<file path="config.mk">
export PLATFORM = sky130hd
export DESIGN_NAME = key_debounce
export DESIGN_NICKNAME = d
export VERILOG_FILES = /design/src/rtl/key_debounce.sv
export SDC_FILE = /design/constraint.sdc
export NUM_CORES = 1
export LEC_CHECK = 0
export ABC_AREA = 1
export CAP_MARGIN = 15
export CORE_MARGIN = 2
export CORE_UTILIZATION = 25
export DETAILED_ROUTE_END_ITERATION = 8
export PLACE_DENSITY_LB_ADDON = 0.15
export SETUP_SLACK_MARGIN = 0.15
export SYNTH_ARGS = -nofsm -noshare
export SYNTH_HDL_FRONTEND = slang
export SYNTH_SLANG_ARGS = --single-unit
</file>
<file path="constraint.sdc">
create_clock -name clk -period 1.99 [get_ports clk]
set_input_delay 0.398 -clock clk [delete_from_list [all_inputs] [get_ports clk]]
set_output_delay 0.398 -clock clk [all_outputs]
set_load 0.02 [all_outputs]
</file>
<file path="src/rtl/key_debounce.sv">
// Per-line 2-flop synchronizer plus stability-counter debouncer for active-low keys; optional KEY_EDGE_EN adds press/release pulses.
// Latency DEBOUNCE_CYCLES+2 edges from first sampling edge to keys_n_out; no backpressure, output is a level.
module key_debounce #(
   parameter int N_KEYS          = 4,
   parameter int DEBOUNCE_CYCLES = 650000,
   parameter int CNT_W           = 20
) (
   input  logic              clk,
   input  logic              reset,
   input  logic [N_KEYS-1:0] keys_n_in,
   output logic [N_KEYS-1:0] keys_n_out,
   output logic [N_KEYS-1:0] press_pulse,
   output logic [N_KEYS-1:0] release_pulse
);

   localparam logic [CNT_W-1:0] CNT_LAST = CNT_W'(DEBOUNCE_CYCLES - 1);

   logic [N_KEYS-1:0] s1;
   logic [N_KEYS-1:0] s2;
   logic [CNT_W-1:0]  cnt [N_KEYS];
   logic [N_KEYS-1:0] fire;

   // fire[i]: the synced level has now disagreed with the output for the full window
   always_comb begin
      fire = '0;
      for (int i = 0; i < N_KEYS; i++) begin
         fire[i] = (s2[i] != keys_n_out[i]) && (cnt[i] == CNT_LAST);
      end
   end

   always_ff @(posedge clk) begin
      if (reset) begin
         s1         <= '1;
         s2         <= '1;
         keys_n_out <= '1;
         for (int i = 0; i < N_KEYS; i++) begin
            cnt[i] <= '0;
         end
      end else begin
         s1 <= keys_n_in;
         s2 <= s1;
         for (int i = 0; i < N_KEYS; i++) begin
            if (s2[i] == keys_n_out[i]) begin
               cnt[i] <= '0;
            end else if (fire[i]) begin
               cnt[i]        <= '0;
               keys_n_out[i] <= s2[i];
            end else begin
               cnt[i] <= cnt[i] + 1'b1;
            end
         end
      end
   end

`ifdef KEY_EDGE_EN
   always_ff @(posedge clk) begin
      if (reset) begin
         press_pulse   <= '0;
         release_pulse <= '0;
      end else begin
         press_pulse   <= fire & keys_n_out;
         release_pulse <= fire & ~keys_n_out;
      end
   end
`else
   assign press_pulse   = '0;
   assign release_pulse = '0;
`endif

endmodule
</file>
### Yosys cells after proc, flatten, opt, wreduce, memory -nomap -nowiden

Memories as Yosys holds them, arrays and structs flattened.
Index checks and enable logic that the tools add are counted.

* bits in registers: 12
* bits in writable memories: 80
* bits of input ports: 6
* output and inout bits: 12
* logic and storage cells: 105
* memories kept: 1

Memory list
* cnt: words 4, bits a word 20, rd ports 4, clocked after Yosys merged registers in 0, wr ports 4, RTL line 20 `logic [CNT_W-1:0] cnt [N_KEYS];`

* add/sub/neg operators: 4
* equal/unequal tests: 12
* multiplexer cells: 58
* bitwise operators: 16
* reductions and logical operators: 8

Operator list (count)
* 20-bit two-way mux: 12
* 20-bit by 1-bit adder with 20-bit output (second input constant): 4
* 20-bit equality test (second input constant): 4
* 1-bit two-way mux: 46
* 1-bit bitwise OR: 12
* 2-bit AND reduction: 4
* 1-bit equality test: 4
* 1-bit logical AND: 4
* 1-bit != test: 4
* 1-bit inverter: 4

### Logic depth before layout (Yosys ltp)

Gate-level depths: netlist of the first run.
An unclocked memory read counts as a cell.

* depth after elaboration: 9
* gate-level depth with buffers: 9
* gate-level depth less buffers: 9

### Worst setup path after synthesis of the first run

Ideal clock, no wire load.

* kind: reg-to-reg
* start: memory cnt[1][0]
* end: memory cnt[1][0] (data pin)
* library setup time: 0.258 ns
* arrival: 1.310 ns
* required time: 1.732 ns
* slack: 0.421 ns
* stages on the path, launching flop included: 8
* buffers on the path: 1
* clock period less this slack: 1.569 ns
* path through: edfxtp_1 > ha_1 > nand3_2 > nor2_2 > nand3_2 > nand2_4 > buf_6 > nor2_1

RTL lines (RTL line)
* from (decl): 20

### Worst setup path in the final report of the first run

* start: register keys_n_out[3]
* end: output port keys_n_out[3]

RTL lines
* from (decl): RTL line 11 `output logic [N_KEYS-1:0] keys_n_out,`
* from (signal, indexed assignment): RTL line 47 `keys_n_out[i] <= s2[i];`

No word-level cell between the ends.

==> results of run 1 <==
## cell usage after synthesis
cell | n | area share
a21oi_1 | 33 | 0.031
a21oi_2 | 1 | 0.0016
buf_4 | 12 | 0.017
buf_6 | 3 | 0.0063
clkbuf_1 | 1 | 0.00070
conb_1 | 2 | 0.0014
dfxtp_1 | 12 | 0.045
edfxtp_1 | 80 | 0.45
ha_1 | 4 | 0.0093
inv_1 | 55 | 0.038
inv_2 | 1 | 0.00070
nand2_1 | 163 | 0.11
nand2_2 | 4 | 0.0046
nand2_4 | 1 | 0.0021
nand3_1 | 46 | 0.043
nand3_2 | 9 | 0.017
nand3b_1 | 2 | 0.0028
nand4_1 | 10 | 0.012
nor2_1 | 136 | 0.095
nor2_2 | 19 | 0.022
nor2_4 | 2 | 0.0042
nor2b_1 | 1 | 0.0012
o21a_1 | 1 | 0.0014
o21ai_0 | 10 | 0.0093
o21bai_1 | 1 | 0.0014
or2_0 | 6 | 0.0070
or2_1 | 1 | 0.0012
or2_2 | 9 | 0.010
xnor2_1 | 16 | 0.026
xor2_1 | 19 | 0.031
## power groups by stage
stage	registers [mW]	clock network, mW	logic, mW
floorplan	2.27	0	0.180
global placement	2.30	0	0.221
detailed placement	2.30	0	0.220
CTS	2.25	1.74	0.221
global route	2.27	1.81	0.263
finish	2.25	1.66	0.222
## repair_timing
action / 4_1_cts / 5_1_grt
gates resized for setup: 0 / 7
hold buffers: 0 / 0
endpoints found under the hold margin: 0 / 0
setup endpoints to repair: 0 / 77
## logic make-up after synthesis
logic type / Yosys count
adders and majority gates: 4
buffers and inverters: 72
DFF: 92
and+or+nand+nor: 409
AOI/OAI and AO/OA: 46
other: 2
xor gates and xnor gates: 35
## registers in the layout, summed over array words and instances, names as in the netlist
signal	cells
s1	4
s2	4
cnt	80
keys_n_out	4
## how the worst max path moves through the flow
stage	startpoint	end	slack (ns)	depth (start not counted)
CTS	keys_n_out[1]	keys_n_out[1]	0.16	1
detailed placement	reset	cnt[0][17]	0.11	7
global route	cnt[3][1]	cnt[3][5]	0.16	7
finish	keys_n_out[3]	keys_n_out[3]	0.20	1
global placement	reset	cnt[2][11]	0.14	7
floorplan	cnt[1][0]	cnt[1][0]	0.42	7
## final cells by class
type	count	area, µm²	share of cell area
sequential	92	2640	0.412
inverter	56	210	0.0327
tap	275	344	0.0536
timing repair buffer	18	200	0.0312
multi-input combinational	582	2750	0.428
clock buffer	14	264	0.0411
clock inverter	2	10.0	0.00156
## per-stage QoR
stage | hold WS (ns) | setup slack [ns] | instances | total power, mW | area (µm²)
6_report | 0.407 | 0.203 | 1039 | 4.14 | 6420
3_5_place_dp | 0.392 | 0.108 | 1023 | 2.52 | 6120
4_1_cts | 0.408 | 0.156 | 1039 | 4.22 | 6400
3_3_place_gp | 0.392 | 0.142 | 1023 | 2.52 | 6120
5_1_grt | 0.422 | 0.155 | 1039 | 4.34 | 6420
2_1_floorplan | 0.389 | 0.421 | 746 | 2.45 | 5710
## per-layer routing
layer  vias up  GRT usage  share of wire
met5         -          0              0
met4         0     0.0379          0.014
met3        10     0.0172          0.022
met2        49      0.168           0.43
met1      1856      0.146           0.53
li1       2244          -              -
## placed cells by master, fill, tap and decap left out, drive strengths merged
cell type        n
nand3           55
clkbuf          14
nand2          168
edfxtp          80
nand4           10
xor2            19
nand3b           2
a21oi           34
o21a             1
buf              9
dfxtp           12
or2             16
ha               4
clkdlybuf4s50    7
inv             56
conb            88
o21ai           10
dlymetal6s2s     2
o21bai           1
nor2b            1
xnor2           16
clkinv           2
nor2           157
==> flow_summary_export.csv, run 1 <==
group,metric,value,unit
outcome,outcome,"complete, no violations",
drt,wirelength,11100,µm
setup_path,crit_family,"buffers and inverters",
synthesis,synth_top_family_by_area,"simple AND/OR/NAND/NOR gates",
clock_tree,post_cts_buffers,0,
clock_tree,cts_sinks,92,
layout,n_antenna_cell,0,
synthesis,postSynthCellCount,660,
setup_path,max_stage_delay,0.64,ns
pwr,irDropWorstVdd,0.394,mV
pwr,swShare,0.234,
synthesis,syn_avg_cell_area,8.16,µm²
pwr,pwr-share-seq,0.544,
min_path,holdPathStages,1,
setup_path,critPathLaunchType,"flip-flop",
timing,finalCriticalPeriod,1.79,ns
synthesis,synth-simple-area-share,0.335,
setup_path,cp_num_buf_inv,1,
timing,finalCritPeriodShare,0.898,
setup_path,r2r_start,"cnt[0][0]",
clock_tree,tritoncts,"yes",
synthesis,synth_compound_area_frac,0.0444,
setup_path,crit_fanout,3,
setup_path,cp.required,1.59,ns
floorplan,start_util,0.255,
floorplan,ios,18,
clock_tree,clockBufferDepth,2,
grt,track_usage,0.106,
clock_tree,cts_buffers,9,
synthesis,synth.distinct_cells,30,
layout,n_fill_cell,2291,
drt,first_pass_iters,4,
synthesis,muxShareOfSynthArea,0,
clock_tree,h-tree-depth,3,
synthesis,synth_xor_area_frac,0.0569,
setup_path,rrSetupSlack,0.28,ns
floorplan,coreArea,0.0211,mm²
setup_path,slowest_stage,"clkdlybuf4s50_1",
pwr,p_int,3.17,mW
synthesis,yosys.area_share.adder,0.00929,
drt,wire_per_inst,10.7,µm
timing,setup_tns,0,ns
drt,drtIter0Drc,305,
grt,grt_pass1_wl,19000,µm
setup_path,crit-reg2reg-capture,"cnt[0][9]",
timing,rsz0062_at_grt,"no",
timing,hold_violations,0,
clock_tree,clk_latency,0.34,ns
synthesis,seq_area_frac_synth,0.490,
setup_path,rr_worst_depth,7,
drt,ant_nets,0,
grt,grt_pass1_vias,3996,
floorplan,std_cell_rows,53,
placed_design,port_buffers,9,
layout,final_core_util,0.304,
setup_path,crit_arrival,1.39,ns
min_path,hold_path_class,"reg -> reg",
pwr,comb_power_share,0.054,
clock_tree,path_clk_slew,0.06,ns
timing,drv_slew,0,
timing,fmax,0.560,GHz
pwr,clkPwrFrac,0.402,
floorplan,die_w,151,µm
clock_tree,cts_root_buffer,"clkbuf_16",
grt,antenna_found_initial,0,
min_path,hp-start,"s1[2]",
grt,grt-ovfl-total,0,
placed_design,place_hpwl,8410,µm
job,drv_cap,0,
timing,clock_skew,0.00573,ns
grt,grt_max_degree,21,
drt,via_count,4159,
setup_path,cp_cell_sequence,"clkdlybuf4s50_1",
synthesis,ys_seq_elements,92,
layout,final_nets,769,
pwr,p_leak,2.35,nW
layout,drive_above_1_share,0.0942,
placed_design,gp_congestion,0.758,
min_path,hold_end,"s2[2]",
pwr,cellPowerDensity,645,mW/mm²
synthesis,ys_warn_count,0,
timing,setup_violations,0,
setup_path,endpoint_kind,"output pin",
layout,syn_to_final_growth,19.2,%
floorplan,fp.dieH,151,µm
synthesis,syn-cell-area,0.00539,mm²
floorplan,die_area,0.0227,mm²
drt,drc,0,
setup_path,crit_type,"reg -> out",
pwr,p_sw,0.971,mW
drt,viasPerCell,4.00,
Note: power is estimated with default switching activity, not from simulation.
==> run 2, diff against run 1 <==
CAP_MARGIN = not set   (was 15)
CTS_CLUSTER_DIAMETER = 150   (was not set)
==> results of run 2 <==
The final DEF is identical to that of run 1; final timing and power are the same.
